[src/rtl/roadid_pass_param.sv]
// Road-ID passthrough: a first-word-fall-through input FIFO holds each road's
// ID and error bits until its combinations are done, and the best road's head
// entry is copied into a standard output FIFO read by the track formatter.
module roadid_pass_param #(
  parameter int ID_W         = 21,
  parameter int ERR_W        = 2,
  parameter int IN_DEPTH     = 16,
  parameter int OUT_DEPTH    = 16,
  parameter int AFULL_MARGIN = 2
) (
  input  logic                             CLOCK,
  input  logic                             reset_n,
  input  logic                             CE,
  input  logic [ID_W-1:0]                  ROADID_IN,
  input  logic [ERR_W-1:0]                 road_errors_in,
  input  logic                             roadid_we,
  input  logic                             last_comb,
  input  logic                             best,
  input  logic                             roadid_re,
  input  logic                             clr_err,
  output logic [ID_W-1:0]                  ROADID_OUT,
  output logic [ERR_W-1:0]                 road_errors_out,
  output logic                             roadid_valid,
  output logic                             fifo_roadid_afull,
  output logic [$clog2(IN_DEPTH+1)-1:0]    in_count,
  output logic [$clog2(OUT_DEPTH+1)-1:0]   out_count,
  output logic                             overflow_err,
  output logic                             underflow_err
);

  localparam int EW     = ID_W + ERR_W;
  localparam int IN_AW  = $clog2(IN_DEPTH);
  localparam int OUT_AW = (OUT_DEPTH > 1) ? $clog2(OUT_DEPTH) : 1;
  localparam int IN_CW  = $clog2(IN_DEPTH + 1);
  localparam int OUT_CW = $clog2(OUT_DEPTH + 1);

  logic [ID_W-1:0]   roadid_register;
  logic [EW-1:0]     in_mem  [IN_DEPTH];
  logic [EW-1:0]     out_mem [OUT_DEPTH];
  logic [IN_AW-1:0]  in_wptr, in_rptr;
  logic [OUT_AW-1:0] out_wptr, out_rptr;
  logic [EW-1:0]     in_head;

  logic in_empty, in_full, out_empty, out_full;
  logic do_write, do_pop, do_copy, do_read;
  logic set_overflow, set_underflow;

  // Occupancy status and the accept/drop decision for every request
  always_comb begin
    in_empty      = (in_count == '0);
    in_full       = (in_count == IN_CW'(IN_DEPTH));
    out_empty     = (out_count == '0);
    out_full      = (out_count == OUT_CW'(OUT_DEPTH));
    in_head       = in_mem[in_rptr];
    do_pop        = last_comb && !in_empty;
    // A pop in the same cycle frees the slot a write into a full FIFO needs
    do_write      = roadid_we && (!in_full || do_pop);
    do_read       = roadid_re && !out_empty;
    do_copy       = best && !in_empty && (!out_full || do_read);
    set_overflow  = (roadid_we && !do_write) || (best && !in_empty && !do_copy);
    set_underflow = (last_comb && in_empty) || (best && in_empty) ||
                    (roadid_re && out_empty);
    fifo_roadid_afull = ((IN_CW + 1)'(IN_DEPTH) - {1'b0, in_count}) <=
                        (IN_CW + 1)'(AFULL_MARGIN);
  end

  // Road-ID capture register
  always_ff @(posedge CLOCK or negedge reset_n) begin
    if (!reset_n)  roadid_register <= '0;
    else if (CE)   roadid_register <= ROADID_IN;
  end

  // FIFO storage arrays; contents are meaningless once pointers are reset
  always_ff @(posedge CLOCK) begin
    if (do_write) in_mem[in_wptr]   <= {roadid_register, road_errors_in};
    if (do_copy)  out_mem[out_wptr] <= in_head;
  end

  // Input FIFO pointers and occupancy
  always_ff @(posedge CLOCK or negedge reset_n) begin
    if (!reset_n) begin
      in_wptr  <= '0;
      in_rptr  <= '0;
      in_count <= '0;
    end else begin
      if (do_write) in_wptr <= in_wptr + IN_AW'(1);
      if (do_pop)   in_rptr <= in_rptr + IN_AW'(1);
      if (do_write && !do_pop)      in_count <= in_count + IN_CW'(1);
      else if (do_pop && !do_write) in_count <= in_count - IN_CW'(1);
    end
  end

  // Output FIFO pointers and occupancy; pointers wrap at OUT_DEPTH
  always_ff @(posedge CLOCK or negedge reset_n) begin
    if (!reset_n) begin
      out_wptr  <= '0;
      out_rptr  <= '0;
      out_count <= '0;
    end else begin
      if (do_copy)
        out_wptr <= (out_wptr == OUT_AW'(OUT_DEPTH - 1)) ? '0 : out_wptr + OUT_AW'(1);
      if (do_read)
        out_rptr <= (out_rptr == OUT_AW'(OUT_DEPTH - 1)) ? '0 : out_rptr + OUT_AW'(1);
      if (do_copy && !do_read)      out_count <= out_count + OUT_CW'(1);
      else if (do_read && !do_copy) out_count <= out_count - OUT_CW'(1);
    end
  end

  // Registered output data with a one-cycle valid pulse per accepted read
  always_ff @(posedge CLOCK or negedge reset_n) begin
    if (!reset_n) begin
      ROADID_OUT      <= '0;
      road_errors_out <= '0;
      roadid_valid    <= 1'b0;
    end else begin
      roadid_valid <= do_read;
      if (do_read) {ROADID_OUT, road_errors_out} <= out_mem[out_rptr];
    end
  end

  // Sticky error flags; a new event wins over a same-cycle clear
  always_ff @(posedge CLOCK or negedge reset_n) begin
    if (!reset_n) begin
      overflow_err  <= 1'b0;
      underflow_err <= 1'b0;
    end else begin
      if (set_overflow)  overflow_err  <= 1'b1;
      else if (clr_err)  overflow_err  <= 1'b0;
      if (set_underflow) underflow_err <= 1'b1;
      else if (clr_err)  underflow_err <= 1'b0;
    end
  end

endmodule

[config.mk]
export PLATFORM = sky130hd
export DESIGN_NAME = roadid_pass_param
export DESIGN_NICKNAME = d
export VERILOG_FILES = /design/src/rtl/roadid_pass_param.sv
export SDC_FILE = /design/constraint.sdc
export NUM_CORES = 1
export LEC_CHECK = 0
export ABC_AREA = 0
export BUFFER_PORTS_ARGS = -buffer_cell sky130_fd_sc_hd__buf_4
export CAP_MARGIN = 15
export CORE_ASPECT_RATIO = 1.4
export CORE_MARGIN = 5
export CORE_UTILIZATION = 50
export DETAILED_ROUTE_END_ITERATION = 16
export PLACE_DENSITY = 0.77
export SYNTH_ARGS = -nofsm -noshare
export SYNTH_HDL_FRONTEND = slang
export SYNTH_SLANG_ARGS = --single-unit
[constraint.sdc]
create_clock -name CLOCK -period 4.84 [get_ports CLOCK]
set_input_delay 0.242 -clock CLOCK [delete_from_list [all_inputs] [get_ports CLOCK]]
set_output_delay 0.242 -clock CLOCK [all_outputs]
set_load 0.03 [all_outputs]
==> impl_metrics.xml, run 1 <==
<?xml version="1.0" encoding="UTF-8"?>
<metrics>
  <group name="placement">
    <metric name="placement.io_buffers" unit="">67</metric>
    <metric name="rd_place_congestion" unit="">0.779</metric>
    <metric name="pre_cts_ws" unit="ns">1.25</metric>
    <metric name="dp_hpwl" unit="µm">37700</metric>
  </group>
  <group name="drt">
    <metric name="remaining_drc_errors" unit="">0</metric>
    <metric name="drtAntennaViolNets" unit="">0</metric>
    <metric name="initialDrtViolationCount" unit="">1718</metric>
    <metric name="post_drt_wl_per_cell" unit="µm">27.4</metric>
    <metric name="via_per_instance_ratio" unit="">6.03</metric>
    <metric name="drt-pass1-iter-count" unit="">5</metric>
    <metric name="num_vias" unit="">14481</metric>
    <metric name="wirelength" unit="µm">65700</metric>
  </group>
  <group name="timing">
    <metric name="worst_pin_slew" unit="ns">1.01</metric>
    <metric name="timing.slew.headroom" unit="%">32.8</metric>
    <metric name="report.final.setup_viol" unit="">0</metric>
    <metric name="skew" unit="ns">0.0331</metric>
    <metric name="fmaxAchievable" unit="GHz">0.276</metric>
    <metric name="rsz0062_at_grt" unit="">false</metric>
    <metric name="min_period_over_period" unit="%">74.8</metric>
    <metric name="finalSetupTns" unit="ns">0</metric>
    <metric name="hold_violations" unit="">0</metric>
    <metric name="finalWorstSetupSlack" unit="ns">1.22</metric>
    <metric name="slew_violations" unit="">0</metric>
    <metric name="period_minus_slack" unit="ns">3.62</metric>
  </group>
  <group name="clock_tree">
    <metric name="cts_tree" unit="">yes</metric>
    <metric name="clockRootBuffer" unit="">sky130_fd_sc_hd__clkbuf_16</metric>
    <metric name="ctsHtreeMaxLevel" unit="">3</metric>
    <metric name="clockBufferDepth" unit="">3</metric>
    <metric name="clock_tree_sinks" unit="">809</metric>
    <metric name="cts_hold_buffers" unit="">28</metric>
    <metric name="cts_resized" unit="">0</metric>
    <metric name="clk_transition_reported_paths" unit="ns">0.06</metric>
    <metric name="clock_insertion_delay_worst_skew" unit="ns">0.61</metric>
    <metric name="postCtsSetupBuffers" unit="">0</metric>
    <metric name="numCtsBuffers" unit="">73</metric>
  </group>
  <group name="finish">
    <metric name="post_route_cells_drive_above_1_share" unit="%">32.3</metric>
    <metric name="areaGrowthSynthToFinish" unit="%">14.4</metric>
    <metric name="area_occupied_by_multi_input_gates" unit="µm²">6770</metric>
    <metric name="fillCellCount" unit="">4291</metric>
    <metric name="antenna_cells" unit="">0</metric>
    <metric name="finalNetCount" unit="">1573</metric>
    <metric name="seqCellArea" unit="µm²">23900</metric>
  </group>
  <group name="pwr">
    <metric name="power.leakage" unit="nW">11.6</metric>
    <metric name="worst_ir_drop_vdd" unit="mV">0.369</metric>
    <metric name="p_total" unit="mW">23.0</metric>
    <metric name="power_density" unit="nW/µm²">648</metric>
  </group>
  <group name="die">
    <metric name="floorplan.die.width" unit="µm">221</metric>
    <metric name="row_count" unit="">108</metric>
    <metric name="ios" unit="">68</metric>
    <metric name="placeableCoreArea" unit="µm²">61800</metric>
    <metric name="die_footprint" unit="µm²">67300</metric>
    <metric name="die_h" unit="µm">305</metric>
    <metric name="start_util" unit="%">50.3</metric>
  </group>
  <group name="synth">
    <metric name="synthDominantAreaCellType" unit="">sky130_fd_sc_hd__edfxtp_1</metric>
    <metric name="syn-mean-instance-area" unit="µm²">22.6</metric>
    <metric name="synth-seq-area-share" unit="%">77.0</metric>
    <metric name="synth_largest_type_area_fraction" unit="%">71.2</metric>
    <metric name="synth.yosys.warnings" unit="">0</metric>
    <metric name="synth_cells" unit="">1373</metric>
    <metric name="synth_nets" unit="">1429</metric>
    <metric name="main_combinational_cell_family_by_area_after_synthesis" unit="">multiplexers</metric>
    <metric name="synth_area_leaders" unit="">sky130_fd_sc_hd__edfxtp_1, sky130_fd_sc_hd__mux4_2, sky130_fd_sc_hd__dfrtp_1</metric>
    <metric name="synth_xor_xnor_area_share" unit="%">0.508</metric>
    <metric name="synthSimpleGateAreaFrac" unit="%">1.43</metric>
    <metric name="synth_cell_type_count" unit="">48</metric>
    <metric name="yosys.area_share.adder" unit="%">1.06</metric>
    <metric name="synth-seq-cells" unit="">809</metric>
    <metric name="compound_cell_area_share_of_the_yosys_netlist" unit="%">1.93</metric>
    <metric name="muxShareOfSynthArea" unit="%">16.7</metric>
    <metric name="post_synth_design_cell_area" unit="µm²">31100</metric>
  </group>
  <group name="global_route">
    <metric name="grt_antenna_before_repair" unit="">0</metric>
    <metric name="vias_in_the_first_global_route" unit="">15466</metric>
    <metric name="grt_pass1_wl" unit="µm">99900</metric>
    <metric name="grt_max_degree" unit="">64</metric>
    <metric name="grt_util_all_layers" unit="%">20.0</metric>
    <metric name="grt_overflow_total" unit="">0</metric>
  </group>
  <group name="status">
    <metric name="status" unit="">finished clean</metric>
  </group>
  <group name="setup_path">
    <metric name="end_kind" unit="">flip-flop</metric>
    <metric name="critical_path.startpoint_type" unit="">flip-flop</metric>
    <metric name="crit_type" unit="">reg -&gt; reg</metric>
    <metric name="data_arrival_critical_path" unit="ns">4.10</metric>
    <metric name="timing.critical_path.fanout_max" unit="">9</metric>
    <metric name="critPathRequiredTime" unit="ns">5.32</metric>
  </group>
  <group name="min_path">
    <metric name="min_path_type" unit="">in -&gt; reg</metric>
  </group>
  <group name="flow_run">
    <metric name="timing.max_cap.violations" unit="">0</metric>
  </group>
</metrics>
Yosys cell counts (all sizes together):
| cell type | n |
|---|---|
| o311ai | 1 |
| clkbuf | 36 |
| or4 | 2 |
| inv | 15 |
| o21a | 1 |
| or2b | 1 |
| nand4 | 3 |
| nor2 | 16 |
| o22ai | 46 |
| edfxtp | 736 |
| xnor2 | 15 |
| a22o | 1 |
| o21ai | 12 |
| nor2b | 3 |
| buf | 35 |
| nor3 | 4 |
| or2 | 1 |
| a21boi | 1 |
| nand3 | 5 |
| ha | 23 |
| a21o | 5 |
| a21oi | 29 |
| mux4 | 207 |
| or3b | 1 |
| fa | 2 |
| xor2 | 3 |
| dfrtp | 73 |
| a32oi | 1 |
| and2 | 12 |
| nor3b | 2 |
| nand2b | 4 |
| a221o | 1 |
| a311oi | 1 |
| mux2 | 46 |
| and3 | 6 |
| nand2 | 21 |
| mux2i | 1 |
| and3b | 1 |
per-layer routing:
metal,routed length [µm],up-vias,global-route usage [%]
met4,1880,0,6.42
met1,24000,7703,25.9
met3,4090,118,2.74
li1,-,6030,-
met5,0,-,0
met2,35700,630,35.3
logic make-up after synthesis:
logic type | count (synthesis)
AO/OA/AOI/OAI | 99
XOR/XNOR | 18
adder cells (fa/ha/maj) | 25
buffers and inverters | 86
flip-flops | 809
multiplexers | 254
AND/OR/NAND/NOR | 82
per-stage QoR:
stage,cell area [µm²],instances,util (%),hold slack (ns)
floorplan,31100,1373,-,-0.0536
global placement,32700,2239,52.9,0.217
detailed placement,32700,2239,52.9,0.221
CTS,35500,2400,57.5,0.0299
global route,35500,2400,57.5,0.0615
finish,35500,2400,57.5,0.0694
registers in the layout (all words and copies together), names as in the netlist:
signal           count
in_mem             368
out_mem            368
ROADID_OUT          21
roadid_register     21
in_count             5
out_count            5
in_rptr              4
in_wptr              4
out_rptr             4
out_wptr             4
road_errors_out      2
overflow_err         1
roadid_valid         1
underflow_err        1
worst paths after layout:
check | cells after the start | end | slack (ns) | from
max | 15 | in_count[4] | 1.22 | in_count[0]
min | 4 | in_rptr[1] | 0.07 | last_comb
max reg2reg | 15 | in_count[4] | 1.22 | in_count[0]
min reg2reg | 2 | ROADID_OUT[6] | 0.57 | ROADID_OUT[6]
max in group asynchronous | 3 | out_rptr[3] | 3.59 | reset_n
min in group asynchronous | 2 | in_wptr[2] | 0.13 | reset_n
power by group:
| part | switching, mW | total, mW | internal, mW |
|---|---|---|---|
| clock | 2.47 | 6.15 | 3.68 |
| sequential | 0.911 | 10.6 | 9.65 |
| combinational | 3.61 | 6.33 | 2.72 |
layout make-up:
cell class                      instances  area share [%]
Multi-Input combinational cell        478            19.0
Inverter                               15           0.158
Clock inverter                         33            1.36
Tap cell                              825            2.90
Sequential cell                       809            67.4
Timing Repair Buffer                  140            3.26
Clock buffer                          100            5.88
cells in the final DEF, fill, tap and decap left out, types with 2 or more instances in the layout:
cell type                       count
sky130_fd_sc_hd__fa_1               2
sky130_fd_sc_hd__dfrtp_1           68
sky130_fd_sc_hd__inv_6              5
sky130_fd_sc_hd__clkinv_1           7
sky130_fd_sc_hd__buf_12             3
sky130_fd_sc_hd__xor2_1             3
sky130_fd_sc_hd__nand2_1           20
sky130_fd_sc_hd__buf_4            109
sky130_fd_sc_hd__dlygate4sd3_1     28
sky130_fd_sc_hd__o21ai_0            9
sky130_fd_sc_hd__nor2b_1            2
sky130_fd_sc_hd__xnor2_1           15
sky130_fd_sc_hd__bufinv_16         12
sky130_fd_sc_hd__o21ai_1            2
sky130_fd_sc_hd__dfrtp_4            4
sky130_fd_sc_hd__nor2_1             4
sky130_fd_sc_hd__inv_1             14
sky130_fd_sc_hd__clkbuf_1          13
sky130_fd_sc_hd__and2_1            12
sky130_fd_sc_hd__mux4_2           207
sky130_fd_sc_hd__a21o_1             5
sky130_fd_sc_hd__and3_1             5
sky130_fd_sc_hd__clkbuf_8          12
sky130_fd_sc_hd__edfxtp_1         736
sky130_fd_sc_hd__nor2_2            12
sky130_fd_sc_hd__a21oi_1           29
sky130_fd_sc_hd__clkbuf_16         75
sky130_fd_sc_hd__nand3_1            5
sky130_fd_sc_hd__nor3_2             4
sky130_fd_sc_hd__o22ai_1           46
sky130_fd_sc_hd__nand2b_1           4
sky130_fd_sc_hd__nand4_1            3
sky130_fd_sc_hd__nor3b_1            2
sky130_fd_sc_hd__mux2_2            46
sky130_fd_sc_hd__clkinvlp_4         2
sky130_fd_sc_hd__clkinv_2           6
sky130_fd_sc_hd__ha_1              23
worst max-delay path: stages (launching register included):
cell                       delay [ns]
sky130_fd_sc_hd__dfrtp_1         0.48
sky130_fd_sc_hd__inv_1           0.10
sky130_fd_sc_hd__ha_1            0.23
sky130_fd_sc_hd__nor3b_1         0.17
sky130_fd_sc_hd__ha_1            0.22
sky130_fd_sc_hd__nor2b_1         0.24
sky130_fd_sc_hd__inv_1           0.18
sky130_fd_sc_hd__a21boi_2        0.41
sky130_fd_sc_hd__ha_1            0.27
sky130_fd_sc_hd__inv_1           0.11
sky130_fd_sc_hd__fa_1            0.42
sky130_fd_sc_hd__a21o_1          0.18
sky130_fd_sc_hd__a21oi_1         0.17
sky130_fd_sc_hd__xnor2_1         0.13
sky130_fd_sc_hd__nor2_1          0.06
sky130_fd_sc_hd__xnor2_1         0.12
(Power assumes the default switching activity.)
==> run 2, diff against run 1 <==
==> constraint.sdc (replaced) <==
create_clock -name CLOCK -period 3.8 [get_ports CLOCK]
set_input_delay 0.19 -clock CLOCK [delete_from_list [all_inputs] [get_ports CLOCK]]
set_output_delay 0.19 -clock CLOCK [all_outputs]
set_load 0.03 [all_outputs]
==> run 2 against run 1 <==
Effect of this change: sequential share of layout area decreased by 0.071 points; non-clock buffer count increased by 13; flip-flop and latch count unchanged; combinational power increased by 29%; utilization increased by 0.061 points; first-iteration DRC count decreased by 13%; sequential power increased by 26%; wire length decreased by 2.0%; critical path type unchanged; highest routed layer unchanged.
==> impl_metrics.xml, run 2 (synthesized netlist as in run 1, its figures left out) <==
<?xml version="1.0" encoding="UTF-8"?>
<metrics>
  <group name="setup_path">
    <metric name="end_kind" unit="">flip-flop</metric>
    <metric name="critical_path_buf_inv_count" unit="">4</metric>
    <metric name="critical-path-max-stage-delay" unit="ns">0.52</metric>
    <metric name="timing.critical_path.fanout_max" unit="">17</metric>
    <metric name="cp_cell_sequence" unit="">inv_1 &gt; ha_1 &gt; nor3b_1 &gt; ha_1 &gt; nor2b_1 &gt; inv_1 &gt; a21boi_2 &gt; buf_4 &gt; nand2_1 &gt; nor2_2 &gt; buf_12</metric>
    <metric name="worstRegToRegCells" unit="">11</metric>
    <metric name="critical_path.startpoint_type" unit="">flip-flop</metric>
    <metric name="critical_path.reg2reg.startpoint" unit="">in_count[0]</metric>
    <metric name="count_of_cell_instances_traversed_by_the_critical_path" unit="">11</metric>
    <metric name="worst_path_dominant_cell_family" unit="">simple AND/OR/NAND/NOR gates</metric>
    <metric name="critPathRequiredTime" unit="ns">4.10</metric>
    <metric name="reg2reg_setup_slack" unit="ns">0.44</metric>
    <metric name="data_arrival_critical_path" unit="ns">3.66</metric>
    <metric name="worst_path_max_delay_cell" unit="">sky130_fd_sc_hd__nor2_2</metric>
    <metric name="crit_type" unit="">reg -&gt; reg</metric>
    <metric name="critical_path.reg2reg.endpoint" unit="">in_mem[9][11]</metric>
  </group>
  <group name="global_route">
    <metric name="vias_in_the_first_global_route" unit="">15366</metric>
    <metric name="grt_antenna_before_repair" unit="">0</metric>
    <metric name="grt_overflow_total" unit="">0</metric>
    <metric name="grt_max_degree" unit="">53</metric>
    <metric name="grt_util_all_layers" unit="%">19.6</metric>
    <metric name="grt_pass1_wl" unit="µm">97600</metric>
  </group>
  <group name="timing">
    <metric name="finalSetupTns" unit="ns">0</metric>
    <metric name="hold_violations" unit="">0</metric>
    <metric name="worst_pin_slew" unit="ns">1.07</metric>
    <metric name="finalWorstSetupSlack" unit="ns">0.442</metric>
    <metric name="min_period_over_period" unit="%">88.4</metric>
    <metric name="report.final.setup_viol" unit="">0</metric>
    <metric name="finalHoldWorstSlack" unit="ns">0.0757</metric>
    <metric name="fmaxAchievable" unit="GHz">0.298</metric>
    <metric name="period_minus_slack" unit="ns">3.36</metric>
    <metric name="skew" unit="ns">0.0250</metric>
    <metric name="rsz0062_at_grt" unit="">false</metric>
    <metric name="timing.slew.headroom" unit="%">28.8</metric>
    <metric name="slew_violations" unit="">0</metric>
  </group>
  <group name="drt">
    <metric name="wirelength" unit="µm">64400</metric>
    <metric name="num_vias" unit="">14389</metric>
    <metric name="remaining_drc_errors" unit="">0</metric>
    <metric name="drt-pass1-iter-count" unit="">5</metric>
    <metric name="initialDrtViolationCount" unit="">1497</metric>
    <metric name="drtAntennaViolNets" unit="">0</metric>
    <metric name="post_drt_wl_per_cell" unit="µm">26.7</metric>
    <metric name="via_per_instance_ratio" unit="">5.97</metric>
  </group>
  <group name="finish">
    <metric name="antenna_cells" unit="">0</metric>
    <metric name="finalNetCount" unit="">1586</metric>
    <metric name="fillCellCount" unit="">4327</metric>
    <metric name="final_common_cell" unit="">sky130_fd_sc_hd__edfxtp_1</metric>
    <metric name="post_route_cells_drive_above_1_share" unit="%">32.3</metric>
    <metric name="areaGrowthSynthToFinish" unit="%">14.5</metric>
    <metric name="regs_by_ff_count" unit="">in_mem: 368 flops, out_mem: 368 flops</metric>
    <metric name="stdcell_count" unit="">2411</metric>
    <metric name="layout.cells.most_common_list" unit="">sky130_fd_sc_hd__edfxtp_1, sky130_fd_sc_hd__mux4_2, sky130_fd_sc_hd__buf_4</metric>
  </group>
  <group name="clock_tree">
    <metric name="clockBufferDepth" unit="">3</metric>
    <metric name="clk_transition_reported_paths" unit="ns">0.07</metric>
    <metric name="cts_tree" unit="">yes</metric>
    <metric name="clockRootBuffer" unit="">sky130_fd_sc_hd__clkbuf_16</metric>
    <metric name="numCtsBuffers" unit="">73</metric>
    <metric name="clock_tree_sinks" unit="">809</metric>
    <metric name="ctsHtreeMaxLevel" unit="">3</metric>
    <metric name="clock_insertion_delay_worst_skew" unit="ns">0.62</metric>
  </group>
  <group name="die">
    <metric name="row_count" unit="">108</metric>
    <metric name="die_h" unit="µm">305</metric>
    <metric name="ios" unit="">68</metric>
    <metric name="floorplan.die.width" unit="µm">221</metric>
    <metric name="start_util" unit="%">50.3</metric>
    <metric name="die_footprint" unit="µm²">67300</metric>
    <metric name="placeableCoreArea" unit="µm²">61800</metric>
  </group>
  <group name="placement">
    <metric name="pre_cts_ws" unit="ns">0.460</metric>
    <metric name="dp_hpwl" unit="µm">37300</metric>
    <metric name="rd_place_congestion" unit="">0.778</metric>
    <metric name="post-place-cells" unit="">2250</metric>
    <metric name="placement.io_buffers" unit="">67</metric>
  </group>
  <group name="min_path">
    <metric name="holdCritStartpoint" unit="">CE</metric>
    <metric name="min_path_type" unit="">in -&gt; reg</metric>
    <metric name="min_delay_path_depth" unit="">2</metric>
    <metric name="min_delay_worst_endpoint" unit="">roadid_register[11]</metric>
  </group>
  <group name="pwr">
    <metric name="power.leakage" unit="nW">11.6</metric>
    <metric name="power_density" unit="nW/µm²">813</metric>
    <metric name="worst_ir_drop_vdd" unit="mV">0.494</metric>
    <metric name="p_total" unit="mW">28.9</metric>
  </group>
  <group name="flow_run">
    <metric name="timing.max_cap.violations" unit="">0</metric>
  </group>
  <group name="status">
    <metric name="status" unit="">finished clean</metric>
  </group>
</metrics>
run 2: cell count changes in the layout (fill, tap and decap cells not counted), moves of 4 or more:
cell and change:
sky130_fd_sc_hd__nor3_4 +4, sky130_fd_sc_hd__nor3_2 -4, sky130_fd_sc_hd__buf_4 +5, sky130_fd_sc_hd__bufinv_16 -5, sky130_fd_sc_hd__buf_12 +6, sky130_fd_sc_hd__clkbuf_8 -8, sky130_fd_sc_hd__clkinv_2 +4, sky130_fd_sc_hd__clkinv_1 +6
run 2: cell type report:
cell class,count,area [µm²],area share (%)
inverter,15,56.3,0.158
tap,825,1030,2.90
timing repair buffer,153,1340,3.76
multi-input combinational,478,6790,19.1
sequential,809,23900,67.3
clock inverter,38,383,1.08
clock buffer,93,2030,5.70
run 2: power breakdown:
group          total, mW  switching (mW)  internal [mW]
Combinational       8.16            4.61           3.55
Clock               7.39            3.13           4.26
Sequential          13.4            1.07           12.3
Total               28.9            8.81           20.1
run 2: per-layer routing:
| layer | global-route usage [%] | vias up | routed length (µm) |
|---|---|---|---|
| met5 | 0 | - | 0 |
| met4 | 7.47 | 0 | 2270 |
| met3 | 2.79 | 132 | 3850 |
| met2 | 34.7 | 583 | 35200 |
| met1 | 24.7 | 7625 | 23100 |
| li1 | - | 6049 | - |
run 2: worst max path at each step:
| stage | start | end | slack, ns |
|---|---|---|---|
| final | in_count[0] | in_mem[9][11] | 0.44 |
| after global routing | in_count[0] | in_count[4] | 0.18 |
| after CTS | in_count[0] | in_mem[9][11] | 0.40 |
| after detailed placement | in_count[0] | in_count[4] | 0.46 |
| after global placement | in_count[0] | in_count[4] | 0.55 |
| after floorplan | in_count[0] | in_mem[15][0] | 0.23 |
run 2: per-stage QoR:
stage	area, µm²	util, %
floorplan	31100	-
global placement	32900	53.2
detailed placement	32900	53.2
CTS	35600	57.6
global route	35600	57.6
finish	35600	57.6
run 2: repair_timing:
action / in CTS / in global routing
setup buffers: 0 / 0
endpoints found under the setup margin: 0 / 0
hold buffers: 30 / 0
hold endpoints to repair: 105 / 0
resized for setup: 0 / 0
==> run 3, diff against run 2 <==
--- a/config.mk
+++ b/config.mk
@@ -10,9 +10,9 @@
 export CAP_MARGIN = 15
 export CORE_ASPECT_RATIO = 1.4
 export CORE_MARGIN = 5
-export CORE_UTILIZATION = 50
+export CORE_UTILIZATION = 62
 export DETAILED_ROUTE_END_ITERATION = 16
-export PLACE_DENSITY = 0.77
+export PLACE_DENSITY = 0.9
 export SYNTH_ARGS = -nofsm -noshare
 export SYNTH_HDL_FRONTEND = slang
 export SYNTH_SLANG_ARGS = --single-unit
==> run 3 against run 2 <==
Effect of this change: register-to-register slack worse by 0.34 ns; worst hold slack worse by 0.058 ns; non-clock buffer count is 8 lower; worst setup slack worse by 0.34 ns; die area is 19% lower; first-iteration DRC count is 20% higher; critical path depth is 4 higher; global-route usage is 7.0 points higher; utilization is 13 points higher; combinational power is 3.4% higher; critical endpoint is now in_count[4]; largest power group unchanged.
==> impl_metrics.xml, run 3 (synthesized netlist as in run 1, its figures left out) <==
<?xml version="1.0" encoding="UTF-8"?>
<metrics>
  <group name="pwr">
    <metric name="power_density" unit="nW/µm²">833</metric>
    <metric name="clock_power_share" unit="%">25.6</metric>
    <metric name="share_seq_of_total_power" unit="%">45.7</metric>
    <metric name="internal_power" unit="mW">20.2</metric>
    <metric name="combinational_fraction_of_design_power" unit="%">28.7</metric>
    <metric name="net-switching-power" unit="mW">9.19</metric>
    <metric name="worst_ir_drop_vdd" unit="mV">0.478</metric>
    <metric name="switching_part_of_the_total" unit="%">31.2</metric>
    <metric name="power.leakage" unit="nW">11.6</metric>
    <metric name="p_total" unit="mW">29.4</metric>
  </group>
  <group name="die">
    <metric name="placeableCoreArea" unit="µm²">49900</metric>
    <metric name="ios" unit="">68</metric>
    <metric name="die_footprint" unit="µm²">54700</metric>
    <metric name="floorplan.die.width" unit="µm">199</metric>
    <metric name="start_util" unit="%">62.3</metric>
    <metric name="die_h" unit="µm">275</metric>
    <metric name="row_count" unit="">97</metric>
  </group>
  <group name="global_route">
    <metric name="grt_overflow_total" unit="">0</metric>
    <metric name="grt_pass1_wl" unit="µm">105000</metric>
    <metric name="vias_in_the_first_global_route" unit="">15781</metric>
    <metric name="grt_max_degree" unit="">52</metric>
    <metric name="grt_util_all_layers" unit="%">26.6</metric>
    <metric name="grt_antenna_before_repair" unit="">1</metric>
  </group>
  <group name="placement">
    <metric name="dp_hpwl" unit="µm">39600</metric>
    <metric name="rd_place_congestion" unit="">0.809</metric>
    <metric name="placement.io_buffers" unit="">67</metric>
    <metric name="dpl-instance-area" unit="µm²">32500</metric>
  </group>
  <group name="finish">
    <metric name="post_route_cells_drive_above_1_share" unit="%">32.1</metric>
    <metric name="finalNetCount" unit="">1576</metric>
    <metric name="layout.cells.most_common_list" unit="">sky130_fd_sc_hd__edfxtp_1, sky130_fd_sc_hd__mux4_2, sky130_fd_sc_hd__buf_4</metric>
    <metric name="areaGrowthSynthToFinish" unit="%">13.6</metric>
    <metric name="fillCellCount" unit="">2652</metric>
    <metric name="stdcell_area" unit="µm²">35300</metric>
    <metric name="antenna_cells" unit="">0</metric>
    <metric name="regs_by_ff_count" unit="">in_mem: 368 flops, out_mem: 368 flops</metric>
    <metric name="final_common_cell" unit="">sky130_fd_sc_hd__edfxtp_1</metric>
  </group>
  <group name="drt">
    <metric name="via_per_instance_ratio" unit="">6.77</metric>
    <metric name="drt-pass1-iter-count" unit="">5</metric>
    <metric name="num_vias" unit="">15020</metric>
    <metric name="post_drt_wl_per_cell" unit="µm">32.3</metric>
    <metric name="drtAntennaViolNets" unit="">0</metric>
    <metric name="wirelength" unit="µm">71700</metric>
    <metric name="remaining_drc_errors" unit="">0</metric>
    <metric name="initialDrtViolationCount" unit="">1789</metric>
  </group>
  <group name="clock_tree">
    <metric name="ctsHtreeMaxLevel" unit="">3</metric>
    <metric name="clockBufferDepth" unit="">3</metric>
    <metric name="numCtsBuffers" unit="">71</metric>
    <metric name="clk_transition_reported_paths" unit="ns">0.07</metric>
    <metric name="clock_insertion_delay_worst_skew" unit="ns">0.60</metric>
    <metric name="clock_tree_sinks" unit="">809</metric>
    <metric name="cts_tree" unit="">yes</metric>
    <metric name="clockRootBuffer" unit="">sky130_fd_sc_hd__clkbuf_16</metric>
  </group>
  <group name="timing">
    <metric name="timing.slew.headroom" unit="%">30.7</metric>
    <metric name="report.final.setup_viol" unit="">0</metric>
    <metric name="rsz0062_at_grt" unit="">false</metric>
    <metric name="hold_violations" unit="">0</metric>
    <metric name="min_period_over_period" unit="%">97.3</metric>
    <metric name="period_minus_slack" unit="ns">3.70</metric>
    <metric name="fmaxAchievable" unit="GHz">0.271</metric>
    <metric name="finalHoldWorstSlack" unit="ns">0.0177</metric>
    <metric name="skew" unit="ns">0.0192</metric>
    <metric name="worst_pin_slew" unit="ns">1.04</metric>
    <metric name="finalSetupTns" unit="ns">0</metric>
    <metric name="slew_violations" unit="">0</metric>
  </group>
  <group name="setup_path">
    <metric name="cp_cell_sequence" unit="">inv_1 &gt; ha_1 &gt; nor3b_1 &gt; ha_1 &gt; nor2b_4 &gt; inv_1 &gt; a21boi_2 &gt; ha_1 &gt; inv_1 &gt; fa_1 &gt; a21o_1 &gt; a21oi_1 &gt; xnor2_1 &gt; nor2_1 &gt; xnor2_1</metric>
    <metric name="crit_type" unit="">reg -&gt; reg</metric>
    <metric name="timing.critical_path.fanout_max" unit="">7</metric>
    <metric name="data_arrival_critical_path" unit="ns">4.19</metric>
    <metric name="worst_path_dominant_cell_family" unit="">adder cells</metric>
    <metric name="critPathRequiredTime" unit="ns">4.30</metric>
    <metric name="worst_path_max_delay_cell" unit="">sky130_fd_sc_hd__dfrtp_2</metric>
    <metric name="critical_path.startpoint_type" unit="">flip-flop</metric>
    <metric name="critical_path_buf_inv_count" unit="">3</metric>
    <metric name="critical-path-max-stage-delay" unit="ns">0.48</metric>
    <metric name="end_kind" unit="">flip-flop</metric>
  </group>
  <group name="flow_run">
    <metric name="timing.max_cap.violations" unit="">0</metric>
  </group>
  <group name="status">
    <metric name="status" unit="">finished clean</metric>
  </group>
  <group name="min_path">
    <metric name="min_path_type" unit="">in -&gt; reg</metric>
  </group>
</metrics>
==> run 3: cell count changes in the layout (fill, tap and decap cells not counted), moves of 2 or more <==
| cell | delta |
|---|---|
| sky130_fd_sc_hd__dfrtp_2 | +2 |
| sky130_fd_sc_hd__buf_4 | -6 |
| sky130_fd_sc_hd__buf_12 | -2 |
| sky130_fd_sc_hd__clkbuf_16 | -2 |
| sky130_fd_sc_hd__bufinv_16 | +3 |
| sky130_fd_sc_hd__dfrtp_1 | -2 |
==> run 3: routing by layer <==
layer	vias to the layer above	routed length, µm	track usage (%)
met4	2	3200	10.7
met1	7866	24000	34.1
li1	6032	-	-
met2	937	39100	46.4
met5	-	13	0
met3	183	5390	3.85
==> run 3: tightest hold or removal path, stage by stage <==
cell and delay [ns]:
sky130_fd_sc_hd__buf_4 0.12, sky130_fd_sc_hd__nor2b_4 0.14, sky130_fd_sc_hd__nand2_1 0.07, sky130_fd_sc_hd__nand2_1 0.06
==> run 3: path summary, 6_finish.rpt <==
path	start	end	slack, ns	cells after the start
worst min-delay path	last_comb	in_rptr[1]	0.02	4
min in group asynchronous	reset_n	roadid_register[1]	0.19	2
worst max-delay path	in_count[0]	in_count[4]	0.10	15
worst min register to register	ROADID_OUT[20]	ROADID_OUT[20]	0.59	2
worst max register to register	in_count[0]	in_count[4]	0.10	15
max in group asynchronous	reset_n	ROADID_OUT[6]	2.66	3
==> run 3: power by group through the flow <==
stage / sequential (mW) / combinational, mW / clock (mW)
2_1_floorplan: 13.2 / 5.65 / 0
3_3_place_gp: 13.4 / 7.50 / 0
3_5_place_dp: 13.6 / 8.06 / 0
4_1_cts: 13.5 / 8.34 / 7.59
5_1_grt: 13.6 / 8.97 / 8.02
6_report: 13.4 / 8.44 / 7.53
==> run 3: metrics by stage <==
stage	std cells	utilization [%]	worst slack (ns)
3_5_place_dp	2060	65.3	0.319
5_1_grt	2220	70.7	0.00682
2_1_floorplan	1373	-	0.228
3_3_place_gp	2060	65.3	0.589
4_1_cts	2219	70.7	0.113
6_report	2220	70.7	0.104
==> run 3: timing repair <==
item,in CTS,in global routing
gates resized for setup,0,4
setup endpoints to repair,0,2
endpoints found under the hold margin,104,0
hold buffers,29,0
buffers inserted,0,0
==> run 3: layout make-up <==
class                           instances  area, µm²  share of cell area [%]
Inverter                               15       56.3                   0.160
Tap cell                              643        805                    2.28
Multi-Input combinational cell        478       6800                    19.3
Clock buffer                           91       1970                    5.57
Clock inverter                         39        447                    1.27
Sequential cell                       809      23900                    67.9
Timing Repair Buffer                  145       1270                    3.60
